`config.mk`:
```
export PLATFORM = sky130hd
export DESIGN_NAME = uart_tx_fifo
export DESIGN_NICKNAME = d
export VERILOG_FILES = /design/src/rtl/uart_tx_fifo.sv
export SDC_FILE = /design/constraint.sdc
export NUM_CORES = 1
export LEC_CHECK = 0
export ABC_AREA = 1
export CORE_AREA = 2 2 130 132
export CTS_BUF_LIST = sky130_fd_sc_hd__clkbuf_16
export DETAILED_ROUTE_END_ITERATION = 8
export DIE_AREA = 0 0 132 134
export PLACE_DENSITY = 0.71
export SLEW_MARGIN = 20
export SYNTH_ARGS = -nofsm -noshare
export SYNTH_HDL_FRONTEND = slang
export SYNTH_SLANG_ARGS = --single-unit
export TNS_END_PERCENT = 100
```
`constraint.sdc`:
```
create_clock -name clk -period 6.82 [get_ports clk]
set_input_delay 1.705 -clock clk [delete_from_list [all_inputs] [get_ports clk]]
set_output_delay 1.705 -clock clk [all_outputs]
set_load 0.02 [all_outputs]
```
`src/rtl/uart_tx_fifo.sv`:
```
// Byte FIFO feeding a UART 8N1 serialiser; bit timing comes from the shared txen tick.
// Back-to-back frames are chained from STOP straight into START when data is waiting.
module uart_tx_fifo #(
  parameter int DEPTH = 16,
  parameter int AW    = 4
) (
  input  logic          clk,
  input  logic          rst,
  input  logic [7:0]    in_data,
  input  logic          in_valid,
  input  logic          txen,
  input  logic          clr_ovf,
  output logic          tx,
  output logic          tx_busy,
  output logic [AW:0]   fifo_count,
  output logic          fifo_full,
  output logic          overflow
);

  typedef enum logic [1:0] {IDLE, START, DATA, STOP} state_t;

  localparam logic [AW:0] FULL_CNT = {1'b1, {AW{1'b0}}};

  state_t        state, state_nxt;
  logic [7:0]    mem [DEPTH];
  logic [AW-1:0] wptr, rptr;
  logic [AW:0]   count_nxt;
  logic [7:0]    shift, shift_nxt;
  logic [2:0]    bit_cnt, bit_cnt_nxt;
  logic          tx_nxt;
  logic          pop, push, drop, empty;

  assign empty = (fifo_count == '0);

  // A pop frees a slot in the same edge, so a full FIFO still accepts a write then.
  assign push = in_valid && (!fifo_full || pop);
  assign drop = in_valid && fifo_full && !pop;
  assign count_nxt = fifo_count + {{AW{1'b0}}, push} - {{AW{1'b0}}, pop};

  always_comb begin
    state_nxt   = state;
    tx_nxt      = tx;
    shift_nxt   = shift;
    bit_cnt_nxt = bit_cnt;
    pop         = 1'b0;
    if (txen) begin
      case (state)
        IDLE: begin
          if (!empty) begin
            pop       = 1'b1;
            shift_nxt = mem[rptr];
            tx_nxt    = 1'b0;
            state_nxt = START;
          end
        end
        START: begin
          tx_nxt      = shift[0];
          bit_cnt_nxt = 3'd0;
          state_nxt   = DATA;
        end
        DATA: begin
          if (bit_cnt == 3'd7) begin
            tx_nxt    = 1'b1;
            state_nxt = STOP;
          end else begin
            tx_nxt      = shift[bit_cnt + 3'd1];
            bit_cnt_nxt = bit_cnt + 3'd1;
          end
        end
        STOP: begin
          if (!empty) begin
            pop       = 1'b1;
            shift_nxt = mem[rptr];
            tx_nxt    = 1'b0;
            state_nxt = START;
          end else begin
            tx_nxt    = 1'b1;
            state_nxt = IDLE;
          end
        end
        default: begin
          tx_nxt    = 1'b1;
          state_nxt = IDLE;
        end
      endcase
    end
  end

  always_ff @(posedge clk or posedge rst) begin
    if (rst) begin
      state   <= IDLE;
      tx      <= 1'b1;
      tx_busy <= 1'b0;
      shift   <= '0;
      bit_cnt <= '0;
    end else begin
      state   <= state_nxt;
      tx      <= tx_nxt;
      tx_busy <= (state_nxt != IDLE);
      shift   <= shift_nxt;
      bit_cnt <= bit_cnt_nxt;
    end
  end

  always_ff @(posedge clk or posedge rst) begin
    if (rst) begin
      wptr       <= '0;
      rptr       <= '0;
      fifo_count <= '0;
      fifo_full  <= 1'b0;
      overflow   <= 1'b0;
    end else begin
      if (push) wptr <= wptr + 1'b1;
      if (pop)  rptr <= rptr + 1'b1;
      fifo_count <= count_nxt;
      fifo_full  <= (count_nxt == FULL_CNT);
      if (drop)         overflow <= 1'b1;
      else if (clr_ovf) overflow <= 1'b0;
    end
  end

  // Storage needs no reset: pointers and count define which entries are live.
  always_ff @(posedge clk) begin
    if (push) mem[wptr] <= in_data;
  end

endmodule

```
* After elaboration in Yosys (flattened, before gate mapping)
Memory sizes are Yosys's and may differ from the RTL's. A register that Yosys moved wholly into a read port is not among the register bits. Cells that the tools add are included.
Cells by class: equality and inequality tests 7, $add $sub $neg 5, mux-type cells 20, bitwise gates (word level) 1, $lt $le $gt $ge 1, reductions and logical operators 15
Operator list (number):
- $mux W1 | 12
- $add A4 B1 Y4 const B | 2
- $pmux W2 S4 | 1
- $mux W2 | 3
- $pmux W3 S2 | 1
- $reduce_and A3 Y1 | 2
- $reduce_bool A2 Y1 | 3
- $add A5 B1 Y5 | 1
- $eq A5 B5 Y1 const B | 1
- $logic_not A5 Y1 | 1
- $sub A5 B1 Y5 | 1
- $eq A2 B2 Y1 const B | 2
- $lt A3 B4 Y1 const B | 1
- $ne A2 B2 Y1 const B | 2
- $pmux W1 S4 | 1
- $add A3 B1 Y3 const B | 1
- $bmux W1 S3 | 1
- $eq A3 B3 Y1 const B | 1
- $logic_and A1 B1 Y1 | 3
- $mux W3 | 1
- $eq A2 B1 Y1 const B | 1
- $logic_not A1 Y1 | 2
- $logic_not A2 Y1 | 1
- $reduce_and A2 Y1 | 1
- other kinds (3) | 3
Storage, ports and cells: logic and storage cells 59, memories kept 1, bits of input ports 13, bits in writable memories 128, register bits 22, output and inout bits 9
Memories:
- mem | depth 16, bits a word 8, read ports 1, clocked after memory_dff 1, write ports 1, RTL line 25 | logic [7:0] mem [DEPTH];

* Depth between registers and ports, before layout
depth after elaboration 9, mapped depth 15, depth with buffers taken out 15

* Least setup slack after synthesis
Ideal clock, no wire load.
kind input to register, from input txen, to register fifo_full, data arrival time 3458 ps, setup slack 3238 ps, path buffers 1, data required time 6696 ps, stages on the path 13, library setup time 124 ps, path through inv_2 nor2_2 nand2_1 inv_1 buf_2 ha_1 inv_1 ha_1 inv_1 fa_1 o21ai_0 xor2_1 nor3_1
Between the ends: longest elaborated chain between the ends 6
Ends and longest elaborated chain:
- start: declaration | RTL line 11 | input logic txen,
- $mux W1 (*) | RTL line 46 | if (txen) begin
- named net pop | RTL line 31 | logic pop, push, drop, empty;
- $logic_or A1 B1 Y1 | RTL line 36 | assign push = in_valid && (!fifo_full || pop);
- $logic_and A1 B1 Y1 | RTL line 36
- $add A5 B1 Y5 | RTL line 38 | assign count_nxt = fifo_count + {{AW{1'b0}}, push} - {{AW{1'b0}}, pop};
- $sub A5 B1 Y5 (*) | RTL line 38
- $eq A5 B5 Y1 (*) | RTL line 116 | fifo_full <= (count_nxt == FULL_CNT);
- end signal: assignment | RTL line 116
- end: declaration | RTL line 16 | output logic fifo_full,
The timed path passes the listed nets; every way through them passes the cells marked *. A chain may end at the register's enable or synchronous reset.

* Worst setup path after layout
from input txen, to register fifo_full
Between the ends: longest elaborated chain between the ends 6
Ends and longest elaborated chain (RTL line):
- $mux W1 (*) | 46
- $logic_or A1 B1 Y1 | 36
- $logic_and A1 B1 Y1 | 36
- $add A5 B1 Y5 | 38
- $sub A5 B1 Y5 (*) | 38
- $eq A5 B5 Y1 (*) | 116
Mark *: on every way between the ends. The rest lies on a longest branch, timed or not.

==> results.yml <==
yosys:
  synth_compound_area_frac: 0.0112
  synth_seq_cells: 158
  synthCells: 722
  synthSimpleGateAreaFrac: 0.214
  syn_area_per_cell_um2: 9.94
  synthAdderAreaFrac: 0.0342
  async_reset_ff_frac: 0.190
  synth.cell_area_um2: 7170
  synth_mux_area_frac: 0
  seq_area_frac_synth: 0.641
  synth_top_family_by_area: "simple AND/OR/NAND/NOR gates"
  synth_edf_count: 128
  synth-xor-area-share: 0.0110
  synth_fp_nets: 754
  yosys_warnings: 0
  ys_types: 27
  synthFlopType: "edfxtp_1"
sta:
  fin_tns_setup_ns: 0
  min_period_ns: 4.15
  setup_viol: 0
  clock_skew_ns: 0.00854
  worst_slew_pin_slew_ns: 1.03
  fin_ws_ns: 2.67
  max_freq_mhz: 241
  grt_setup_unrepaired: "no"
  maxSlewHeadroom: 0.310
  slew_viol_final: 0
  hold_viol: 0
  period_share: 0.608
flow_run:
  drv_cap: 0
global_route:
  grt_start_max_net_pins: 68
  use_met1: 0.216
  grt.busiest_layer: "met2"
  grt_usage: 0.177
  antenna_found_initial: 0
  grt_pass1_wl_mm: 23.7
  grt_pass1_vias: 4615
  grt_overflow: 0
  met3_usage: 0.0344
  met2_usage: 0.306
setup_path:
  setup.worst_path.class: "in -> reg"
  arrival_ns: 4.46
  cp.required_ns: 7.13
  reg2reg_from: "state[0]"
  critical-path-top-delay-family: "buffers and inverters"
  path_depth: 13
  path_cells: "clkdlybuf4s50_1 > inv_2 > nor2_2 > nand2_1 > inv_1 > ha_1 > inv_1 > ha_1 > inv_1 > fa_1 > o21ai_0 > xor2_1 > nor3_1"
  worstReg2RegEnd: "fifo_full"
  crit_path_end_kind: "flip-flop"
  crit_fanout: 13
  cpMostUsedCell: "inv_1"
  path_buf_inv: 5
  cpPeakStageDelay_ns: 0.53
  worst_setup_path_start_kind: "primary input"
  startpoint: "txen"
  crit_slowest_cell: "clkdlybuf4s50_1"
  critPathCapture: "fifo_full"
  r2r_cells: 13
  ff2ff_setup_slack_ns: 3.72
floorplan:
  die_w_um: 132
  core_um2: 16300
  dieArea_um2: 17700
  die_h_um: 134
  io-pin-count: 22
  num_rows: 47
  initial_core_util: 0.440
final_layout:
  area_delta_synth_final_pct: 12.8
  area.sequential_um2: 4600
  fin_cells: 971
  nFillCells: 1455
  multi_input_area_um2: 1940
  n_antenna_cell: 0
  final_layout_size_suffix_gt1_frac: 0.0533
  fin_util: 0.497
  finalNetCount: 770
  layout_commonest_cell: "nand2_1"
  final_cell_mix: "227 x nand2_1, 128 x edfxtp_1, 123 x inv_1"
pwr:
  p_total_mw: 3.44
  switchingPower_mw: 1.30
  p_seq_frac: 0.382
  ir_worst_vdd_mv: 0.232
  power_frac_clock: 0.265
  p_comb_frac: 0.353
  pwr_density_cell_nw_per_um2: 425
  p_leak_nw: 3.57
  swShare: 0.378
  intPower_mw: 2.14
worst_hold_path:
  hp-class: "reg -> reg"
clock_network:
  clock_path_buffers: 2
  clock_sinks: 158
  cts_root_buffer: "clkbuf_16"
  cts_tree: "yes"
  postCtsSetupBuffers: 0
  numCtsBuffers: 17
  htreeDepth: 4
  clk_pin_slew_ns: 0.06
  ctsHoldBuffers: 0
  clock_latency_ns: 0.43
  cts_resized: 0
placement:
  dp.cells: 939
  place_congestion: 0.847
  hpwl_mm: 9.34
  io_buffers: 21
  post-place-ws_ns: 2.21
route:
  ant_nets: 0
  vias_per_cell: 4.85
  drt_iter0_drc: 393
  dr.pass1.iters: 7
  routed_wl_mm: 14.8
  wl_per_cell_um: 15.2
  drc: 0
  vias: 4705
status:
  status: "finished clean"
-- state kept, by name, summed over array words and instances (netlist names) --
| register | count |
|---|---|
| bit_cnt | 3 |
| fifo_count | 5 |
| fifo_full | 1 |
| mem | 128 |
| overflow | 1 |
| rptr | 4 |
| shift | 8 |
| state | 2 |
| tx | 1 |
| tx_busy | 1 |
| wptr | 4 |
-- per-stage QoR --
step                area, um2  hold WS, ns
floorplan                7170        0.449
global placement         7520        0.459
detailed placement       7520        0.459
CTS                      8090        0.468
global route             8090        0.502
finish                   8090        0.466
-- per-layer routing --
metal | share of wire | wire length [um] | vias up
met1 | 0.43 | 6370 | 2213
met2 | 0.50 | 7420 | 130
met5 | 0 | 0 | -
li1 | - | - | 2338
met4 | 0.021 | 307 | 0
met3 | 0.046 | 685 | 24
-- power groups by stage --
stage | registers [mW] | clock network (mW) | logic [mW]
finish | 1.31 | 0.911 | 1.21
global route | 1.33 | 0.966 | 1.37
CTS | 1.31 | 0.925 | 1.21
detailed placement | 1.33 | 0 | 1.21
global placement | 1.33 | 0 | 1.19
floorplan | 1.31 | 0 | 0.910
-- tightest hold or removal path: stages, from the launching register on --
cell     delay (ns)
dfstp_2        0.37
nand2_1        0.05
nand2_1        0.04
-- cell type report --
class	instances	share of cell area
flip-flops and latches	158	0.568
multi-input cells	410	0.239
inverters	127	0.0591
clock buffers	17	0.0526
well taps	220	0.0340
repair buffers	24	0.0288
clock inverters	15	0.0181
-- how the worst min path moves through the flow --
stage | slack [ns] | endpoint | from | depth (start not counted)
floorplan | 0.45 | shift[1] | shift[1] | 2
global placement | 0.46 | tx | tx | 2
detailed placement | 0.46 | tx | tx | 2
CTS | 0.47 | tx | tx | 2
global route | 0.50 | tx | tx | 2
finish | 0.47 | tx | tx | 2
-- cells by family after synthesis --
| logic type | Yosys count |
|---|---|
| flops | 158 |
| buf+inv | 154 |
| simple gates | 367 |
| fa+ha+maj | 19 |
| compound gates | 15 |
| xor+xnor | 9 |
-- cells in the mapped netlist, types with 3 or more instances --
| cell | number | area share |
|---|---|---|
| nand2_1 | 227 | 0.12 |
| edfxtp_1 | 128 | 0.54 |
| inv_1 | 123 | 0.064 |
| nand3_1 | 110 | 0.077 |
| dfrtp_1 | 29 | 0.10 |
| nor2_1 | 22 | 0.012 |
| ha_1 | 18 | 0.031 |
| buf_2 | 17 | 0.012 |
| o21ai_0 | 9 | 0.0063 |
| xor2_1 | 8 | 0.0098 |
| buf_4 | 7 | 0.0073 |
| a21oi_1 | 4 | 0.0028 |
| inv_2 | 3 | 0.0016 |
No activity file was read; power rests on OpenSTA's default activity.
